--- config.mk ---
export PLATFORM = sky130hd
export DESIGN_NAME = heartbeat_axi_slave_flat
export DESIGN_NICKNAME = d
export VERILOG_FILES = /design/src/rtl/heartbeat_pkg.sv /design/src/rtl/heartbeat_axi_slave_if.sv /design/src/rtl/heartbeat_gen.sv /design/src/rtl/heartbeat_axi_slave.sv /design/src/flat_wrapper.sv
export SDC_FILE = /design/constraint.sdc
export NUM_CORES = 1
export LEC_CHECK = 0
export CAP_MARGIN = 20
export CORE_ASPECT_RATIO = 1.4
export CORE_MARGIN = 3
export CORE_UTILIZATION = 35
export DETAILED_ROUTE_END_ITERATION = 12
export DONT_BUFFER_PORTS = 1
export PLACE_DENSITY = 0.53
export SLEW_MARGIN = 30
export SYNTH_ARGS = -nofsm -noshare
export SYNTH_HDL_FRONTEND = slang
export SYNTH_SLANG_ARGS = --single-unit
--- constraint.sdc ---
create_clock -name ACLK -period 3.55 [get_ports ACLK]
set_input_delay 0.71 -clock ACLK [delete_from_list [all_inputs] [get_ports ACLK]]
set_output_delay 0.71 -clock ACLK [all_outputs]
set_load 0.01 [all_outputs]
--- src/rtl/heartbeat_pkg.sv ---
// Shared constants and helpers for the heartbeat peripheral: register map,
// response codes and byte-strobe merging.
package heartbeat_pkg;

  localparam logic [1:0] REG_CTRL    = 2'd0;
  localparam logic [1:0] REG_PERIOD  = 2'd1;
  localparam logic [1:0] REG_HIGH    = 2'd2;
  localparam logic [1:0] REG_SCRATCH = 2'd3;

  localparam logic [1:0] RESP_OKAY = 2'b00;

  localparam int unsigned CTRL_EN_BIT = 0;

  // Byte i of the result comes from new_val when strb[i] is set, else from old_val.
  function automatic logic [31:0] apply_wstrb(input logic [31:0] old_val,
                                               input logic [31:0] new_val,
                                               input logic [3:0]  strb);
    logic [31:0] r;
    r = old_val;
    for (int unsigned i = 0; i < 4; i++) begin
      if (strb[i]) r[8*i +: 8] = new_val[8*i +: 8];
    end
    return r;
  endfunction

endpackage

--- src/rtl/heartbeat_axi_slave_if.sv ---
// AXI4-Lite bus bundle between the interconnect master and the heartbeat
// register slave.
interface heartbeat_axi_slave_if #(
  parameter int unsigned ADDR_WIDTH = 4,
  parameter int unsigned DATA_WIDTH = 32
) ();

  logic [ADDR_WIDTH-1:0]   AWADDR;
  logic [2:0]              AWPROT;
  logic                    AWVALID;
  logic                    AWREADY;
  logic [DATA_WIDTH-1:0]   WDATA;
  logic [DATA_WIDTH/8-1:0] WSTRB;
  logic                    WVALID;
  logic                    WREADY;
  logic [1:0]              BRESP;
  logic                    BVALID;
  logic                    BREADY;
  logic [ADDR_WIDTH-1:0]   ARADDR;
  logic [2:0]              ARPROT;
  logic                    ARVALID;
  logic                    ARREADY;
  logic [DATA_WIDTH-1:0]   RDATA;
  logic [1:0]              RRESP;
  logic                    RVALID;
  logic                    RREADY;

  modport master (
    output AWADDR, AWPROT, AWVALID, input AWREADY,
    output WDATA, WSTRB, WVALID, input WREADY,
    input BRESP, BVALID, output BREADY,
    output ARADDR, ARPROT, ARVALID, input ARREADY,
    input RDATA, RRESP, RVALID, output RREADY
  );

  modport slave (
    input AWADDR, AWPROT, AWVALID, output AWREADY,
    input WDATA, WSTRB, WVALID, output WREADY,
    output BRESP, BVALID, input BREADY,
    input ARADDR, ARPROT, ARVALID, output ARREADY,
    output RDATA, RRESP, RVALID, input RREADY
  );

endinterface

--- src/rtl/heartbeat_gen.sv ---
// LED heartbeat generator: a free-running counter modulo PERIOD with the
// output high while the count is below HIGH.
module heartbeat_gen (
  input  logic        clk,
  input  logic        rst,
  input  logic        enable,
  input  logic [31:0] period,
  input  logic [31:0] high,
  input  logic        period_wr,
  output logic        heartbeat
);

  logic [31:0] cnt_q, cnt_d;
  logic        heartbeat_q, heartbeat_d;
  logic        active;

  always_comb begin
    active      = enable && (period != '0);
    cnt_d       = '0;
    // The >= form also recovers in one cycle when PERIOD shrinks below cnt.
    if (active && !period_wr && (cnt_q < period - 32'd1)) begin
      cnt_d = cnt_q + 32'd1;
    end
    heartbeat_d = active && (cnt_q < high);
  end

  always_ff @(posedge clk) begin
    if (rst) begin
      cnt_q       <= '0;
      heartbeat_q <= 1'b0;
    end else begin
      cnt_q       <= cnt_d;
      heartbeat_q <= heartbeat_d;
    end
  end

  assign heartbeat = heartbeat_q;

endmodule

--- src/rtl/heartbeat_axi_slave.sv ---
// AXI4-Lite register file (CTRL, PERIOD, HIGH, SCRATCH) with single-outstanding
// read and write channels, driving the heartbeat generator.
module heartbeat_axi_slave
  import heartbeat_pkg::*;
#(
  parameter int unsigned C_S_AXI_DATA_WIDTH = 32,
  parameter int unsigned C_S_AXI_ADDR_WIDTH = 4
) (
  input  logic                 ACLK,
  input  logic                 ARESET,
  heartbeat_axi_slave_if.slave s_axi,
  output logic                 HEARTBEAT
);

  typedef logic [C_S_AXI_DATA_WIDTH-1:0] word_t;

  word_t [3:0] regs_q, regs_d;
  word_t       rdata_q, rdata_d;
  logic        awready_q, awready_d;
  logic        bvalid_q, bvalid_d;
  logic        arready_q, arready_d;
  logic        rvalid_q, rvalid_d;
  logic [1:0]  wsel, rsel;
  logic        period_wr;
  logic        unused_bits;

  assign wsel = s_axi.AWADDR[C_S_AXI_ADDR_WIDTH-1:2];
  assign rsel = s_axi.ARADDR[C_S_AXI_ADDR_WIDTH-1:2];
  assign unused_bits = ^{s_axi.AWPROT, s_axi.ARPROT,
                         s_axi.AWADDR[1:0], s_axi.ARADDR[1:0]};

  always_comb begin
    // AW and W are only accepted as a pair; the READY pulse is cycle N+1.
    awready_d = s_axi.AWVALID && s_axi.WVALID && !awready_q && !bvalid_q;
    bvalid_d  = bvalid_q;
    if (awready_q) bvalid_d = 1'b1;
    else if (bvalid_q && s_axi.BREADY) bvalid_d = 1'b0;

    regs_d = regs_q;
    if (awready_q) begin
      regs_d[wsel] = apply_wstrb(regs_q[wsel], s_axi.WDATA, s_axi.WSTRB);
    end
    period_wr = awready_q && (wsel == REG_PERIOD) && (s_axi.WSTRB != '0);

    // RDATA samples regs_q, so a same-cycle write to that register is not seen.
    arready_d = s_axi.ARVALID && !arready_q && !rvalid_q;
    rvalid_d  = rvalid_q;
    rdata_d   = rdata_q;
    if (arready_q) begin
      rvalid_d = 1'b1;
      rdata_d  = regs_q[rsel];
    end else if (rvalid_q && s_axi.RREADY) begin
      rvalid_d = 1'b0;
    end
  end

  always_ff @(posedge ACLK) begin
    if (ARESET) begin
      regs_q    <= '0;
      rdata_q   <= '0;
      awready_q <= 1'b0;
      bvalid_q  <= 1'b0;
      arready_q <= 1'b0;
      rvalid_q  <= 1'b0;
    end else begin
      regs_q    <= regs_d;
      rdata_q   <= rdata_d;
      awready_q <= awready_d;
      bvalid_q  <= bvalid_d;
      arready_q <= arready_d;
      rvalid_q  <= rvalid_d;
    end
  end

  assign s_axi.AWREADY = awready_q;
  assign s_axi.WREADY  = awready_q;
  assign s_axi.BVALID  = bvalid_q;
  assign s_axi.BRESP   = RESP_OKAY;
  assign s_axi.ARREADY = arready_q;
  assign s_axi.RVALID  = rvalid_q;
  assign s_axi.RDATA   = rdata_q;
  assign s_axi.RRESP   = RESP_OKAY;

  heartbeat_gen u_gen (
    .clk       (ACLK),
    .rst       (ARESET),
    .enable    (regs_q[REG_CTRL][CTRL_EN_BIT]),
    .period    (regs_q[REG_PERIOD]),
    .high      (regs_q[REG_HIGH]),
    .period_wr (period_wr),
    .heartbeat (HEARTBEAT)
  );

endmodule

--- src/flat_wrapper.sv ---
// flat-port wrapper written by rule: the top's interface ports become plain ports
module heartbeat_axi_slave_flat import heartbeat_pkg::*;
#(
  parameter int unsigned C_S_AXI_DATA_WIDTH = 32,
  parameter int unsigned C_S_AXI_ADDR_WIDTH = 4
)
  (ACLK, ARESET, HEARTBEAT, s_axi_AWADDR, s_axi_AWPROT, s_axi_AWVALID, s_axi_AWREADY, s_axi_WDATA, s_axi_WSTRB, s_axi_WVALID, s_axi_WREADY, s_axi_BRESP, s_axi_BVALID, s_axi_BREADY, s_axi_ARADDR, s_axi_ARPROT, s_axi_ARVALID, s_axi_ARREADY, s_axi_RDATA, s_axi_RRESP, s_axi_RVALID, s_axi_RREADY);
  heartbeat_axi_slave_if #(.ADDR_WIDTH(4), .DATA_WIDTH(32)) s_axi_i ();
  input  logic ACLK;
  input  logic ARESET;
  output logic HEARTBEAT;
  input wire logic [$bits(s_axi_i.AWADDR)-1:0] s_axi_AWADDR;
  input wire logic [$bits(s_axi_i.AWPROT)-1:0] s_axi_AWPROT;
  input wire logic [$bits(s_axi_i.AWVALID)-1:0] s_axi_AWVALID;
  output wire logic [$bits(s_axi_i.AWREADY)-1:0] s_axi_AWREADY;
  input wire logic [$bits(s_axi_i.WDATA)-1:0] s_axi_WDATA;
  input wire logic [$bits(s_axi_i.WSTRB)-1:0] s_axi_WSTRB;
  input wire logic [$bits(s_axi_i.WVALID)-1:0] s_axi_WVALID;
  output wire logic [$bits(s_axi_i.WREADY)-1:0] s_axi_WREADY;
  output wire logic [$bits(s_axi_i.BRESP)-1:0] s_axi_BRESP;
  output wire logic [$bits(s_axi_i.BVALID)-1:0] s_axi_BVALID;
  input wire logic [$bits(s_axi_i.BREADY)-1:0] s_axi_BREADY;
  input wire logic [$bits(s_axi_i.ARADDR)-1:0] s_axi_ARADDR;
  input wire logic [$bits(s_axi_i.ARPROT)-1:0] s_axi_ARPROT;
  input wire logic [$bits(s_axi_i.ARVALID)-1:0] s_axi_ARVALID;
  output wire logic [$bits(s_axi_i.ARREADY)-1:0] s_axi_ARREADY;
  output wire logic [$bits(s_axi_i.RDATA)-1:0] s_axi_RDATA;
  output wire logic [$bits(s_axi_i.RRESP)-1:0] s_axi_RRESP;
  output wire logic [$bits(s_axi_i.RVALID)-1:0] s_axi_RVALID;
  input wire logic [$bits(s_axi_i.RREADY)-1:0] s_axi_RREADY;
  assign s_axi_i.AWADDR = s_axi_AWADDR;
  assign s_axi_i.AWPROT = s_axi_AWPROT;
  assign s_axi_i.AWVALID = s_axi_AWVALID;
  assign s_axi_AWREADY = s_axi_i.AWREADY;
  assign s_axi_i.WDATA = s_axi_WDATA;
  assign s_axi_i.WSTRB = s_axi_WSTRB;
  assign s_axi_i.WVALID = s_axi_WVALID;
  assign s_axi_WREADY = s_axi_i.WREADY;
  assign s_axi_BRESP = s_axi_i.BRESP;
  assign s_axi_BVALID = s_axi_i.BVALID;
  assign s_axi_i.BREADY = s_axi_BREADY;
  assign s_axi_i.ARADDR = s_axi_ARADDR;
  assign s_axi_i.ARPROT = s_axi_ARPROT;
  assign s_axi_i.ARVALID = s_axi_ARVALID;
  assign s_axi_ARREADY = s_axi_i.ARREADY;
  assign s_axi_RDATA = s_axi_i.RDATA;
  assign s_axi_RRESP = s_axi_i.RRESP;
  assign s_axi_RVALID = s_axi_i.RVALID;
  assign s_axi_i.RREADY = s_axi_RREADY;
  heartbeat_axi_slave #(.C_S_AXI_DATA_WIDTH(C_S_AXI_DATA_WIDTH), .C_S_AXI_ADDR_WIDTH(C_S_AXI_ADDR_WIDTH)) u_core (.ACLK(ACLK), .ARESET(ARESET), .s_axi(s_axi_i), .HEARTBEAT(HEARTBEAT));
endmodule
==> results by group <==
Placed design
  • DP Area: approximately 0.012 mm^2
  • Post-place setup slack: 0.0300 ns
  • I/O Buffers: 0
  • Routability Congestion: 0.826
  • Placed Instances: 1476
  • DPL Wire Length: 19.6 mm

Drt
  • Total wire length: 28.5 mm
  • DRT antenna net count: 0
  • Pre-antenna DRT Iters: 6
  • Vias: roughly 8100
  • DRC: 0
  • Initial drt markers: 462
  • Avg WL per Cell: 18.9 um
  • Vias per cell: 5.38

Min path
  • Worst Hold Class: input port to flop

Floorplanning
  • Die footprint: 0.0337 mm^2
  • Placement row count: 76
  • Core area: 0.0309 mm^2
  • Die Span Y: 216 um
  • IO Count: 99
  • Die Span X: between 150 and 200 um
  • Initial core utilization: 35.7%

Timing
  • Fin Setup TNS: 0 ns
  • Maximum clock rate: 0.299 GHz
  • Period utilization: 94.3%
  • Slew @ Worst Pin: 0.792 ns
  • Slew margin rel.: 47.2%
  • Clock Skews: 0.00755 ns
  • Fin crit period: 3.35 ns
  • Final worst setup slack: roughly 0.2 ns
  • # setup viols final: 0
  • Final Max Tran Viols: 0
  • Hold Vio Cnt, Final: 0

CTS
  • H-Tree Depth: 4
  • Number of hold buffers added after cts: 0
  • Clk sinks: 197
  • Clock tree buffer depth: 2
  • Clock root cell: clkbuf_16
  • Num CTS Buffers: 17
  • Clk Latency, worst-skew pair: 0.45 ns
  • CTS tree: built
  • Clock transition at path regs: 0.07 ns

Synthesis
  • Post-synth EDFFs: 0
  • Most frequent cells after synthesis: 199 x nor2_1, 197 x dfxtp_1, 133 x a211oi_1, 64 x ha_1, 64 x mux2i_1
  • Main synth FF type: dfxtp_1
  • FF+latch count, synth: 197
  • Main area contributors after synthesis: dfxtp_1 36%, mux4_2 13%, a211oi_1 9.0%
  • Most numerous cell in the Yosys netlist: nor2_1
  • Post-Syn Instances: 1109
  • Area leader, netlist: dfxtp_1
  • Area share of the leading cell type in the synthesized netlist: 35.7%
  • Syn_area_per_cell: 9.95 um^2
  • Async S/R FF share, synth: 0%
  • Cell Area, Synth: 0.0110 mm^2
  • Post-synthesis cell type count: 59
  • YS warnings: 0
  • Sequential area share after synthesis: 35.7%

GRT
  • Vias in the first global route: 8213
  • Largest net degree at the start of global routing: between 150 and 200
  • Initial antenna violation count: 1
  • Grt total ovfl: 0
  • First-pass GRT wire length: 45.8 mm
  • Total GRT Usage: 17.3%

Critical path
  • CP Class: flop to flop
  • Startpoint Class: flop
  • CP Data Required Time: 3.89 ns
  • Crit path capture type: flop
  • Crit Path Max Fanout: 16
  • Worst Path Arrival: about 3.7 ns

Pwr
  • Power, Total: 4.99 mW
  • Maximum VDD drop: 0.000304 V
  • Cell Pwr Density: around 400 mW/mm^2
  • P_leak: 4.43 nW

Layout
  • Multi-input logic area: 0.00659 mm^2
  • Area Overhead vs Synth: 11.9%
  • Non-Filler Instances: 1510
  • Number of fill cells in the layout: approximately 3000
  • Post-route design area: 0.0123 mm^2
  • Final Net Count: 1227
  • Share of layout cells above drive strength 1: 18.0%
  • Register area: 0.00395 mm^2

Flow run
  • MaxCap Viol Count: 0

Outcome
  • Outcome: finished, final reports clean
==> state kept, by name, summed over array words and instances (netlist names) <==
name / cells
u_core.s_axi.ARREADY: 1
u_core.s_axi.BVALID: 1
u_core.u_gen.cnt_q: 32
u_core.s_axi.RVALID: 1
u_core.regs_q: 128
u_core.s_axi.AWREADY: 1
u_core.u_gen.heartbeat: 1
u_core.s_axi.RDATA: 32
==> stage by stage <==
step / util (%) / hold slack, ns
after floorplan: - / 0.482
after global placement: 37.7 / 0.488
after detailed placement: 37.7 / 0.497
after CTS: 39.9 / 0.304
after global routing: 40.0 / 0.310
final: 40.0 / 0.330
==> layout make-up <==
class	count	area share [%]
diodes	1	0.0203
clock inverters	7	1.13
flip-flops and latches	197	31.9
well taps	390	3.95
repair buffers	58	4.13
inverters	41	1.25
multi-input cells	791	53.4
clock buffers	25	4.17
==> critical path, cell delays in order (launching register included) <==
cell     delay, ns
dfxtp_1       0.33
nor4_4        0.31
nand4_1       0.11
buf_4         0.18
or2_4         0.25
nor4_4        0.29
nand2_1       0.11
xnor2_1       0.14
ha_1          0.30
nand4_1       0.19
nor4_2        0.27
a22oi_1       0.14
and3_1        0.23
nand2_2       0.12
buf_12        0.18
nor3_2        0.06
==> placed cells by master (no fill, tap or decap), types with 31 or more instances in the layout <==
cell and count:
xnor2_1 31, mux2i_1 64, mux4_2 62, inv_1 41, nor2_1 197, dfxtp_1 196, buf_4 52, nand2_1 35
a211oi_1 133, ha_1 64
==> path summary, 6_finish.rpt <==
check	cells after the start	endpoint	slack, ns	from
worst max register to register	15	u_core.u_gen.cnt_q[19]	0.20	u_core.regs_q[41]
worst max-delay path	15	u_core.u_gen.cnt_q[19]	0.20	u_core.regs_q[41]
worst min-delay path	1	u_core.s_axi.RDATA[31]	0.33	ARESET
worst min register to register	2	u_core.regs_q[9]	0.51	u_core.regs_q[9]
==> repair_timing <==
action | 4_1_cts | 5_1_grt
buffers inserted | 0 | 1
pin swaps | 0 | 2
endpoints found under the setup margin | 3 | 32
gates resized for setup | 1 | 2
==> cell families after synthesis <==
logic type | count (synthesis) | synth area share, %
xor+xnor | 59 | 4.68
buf+inv | 124 | 5.02
mux | 128 | 18.9
other cells | 1 | 0.0340
compound gates | 184 | 12.1
flops | 197 | 35.7
simple gates | 352 | 16.2
fa+ha+maj | 64 | 7.25
==> layer usage <==
layer,GRT usage [%],wire [um]
met1,19.6,11600
met2,32.0,15500
met3,3.68,879
met4,5.23,460
met5,0,0
==> power by group <==
group	total (mW)	switching [mW]	internal, mW
Clock	2.18	0.888	1.29
Combinational	0.533	0.260	0.272
Sequential	2.28	0.0378	2.24
Power figures use the tool's default switching activity.
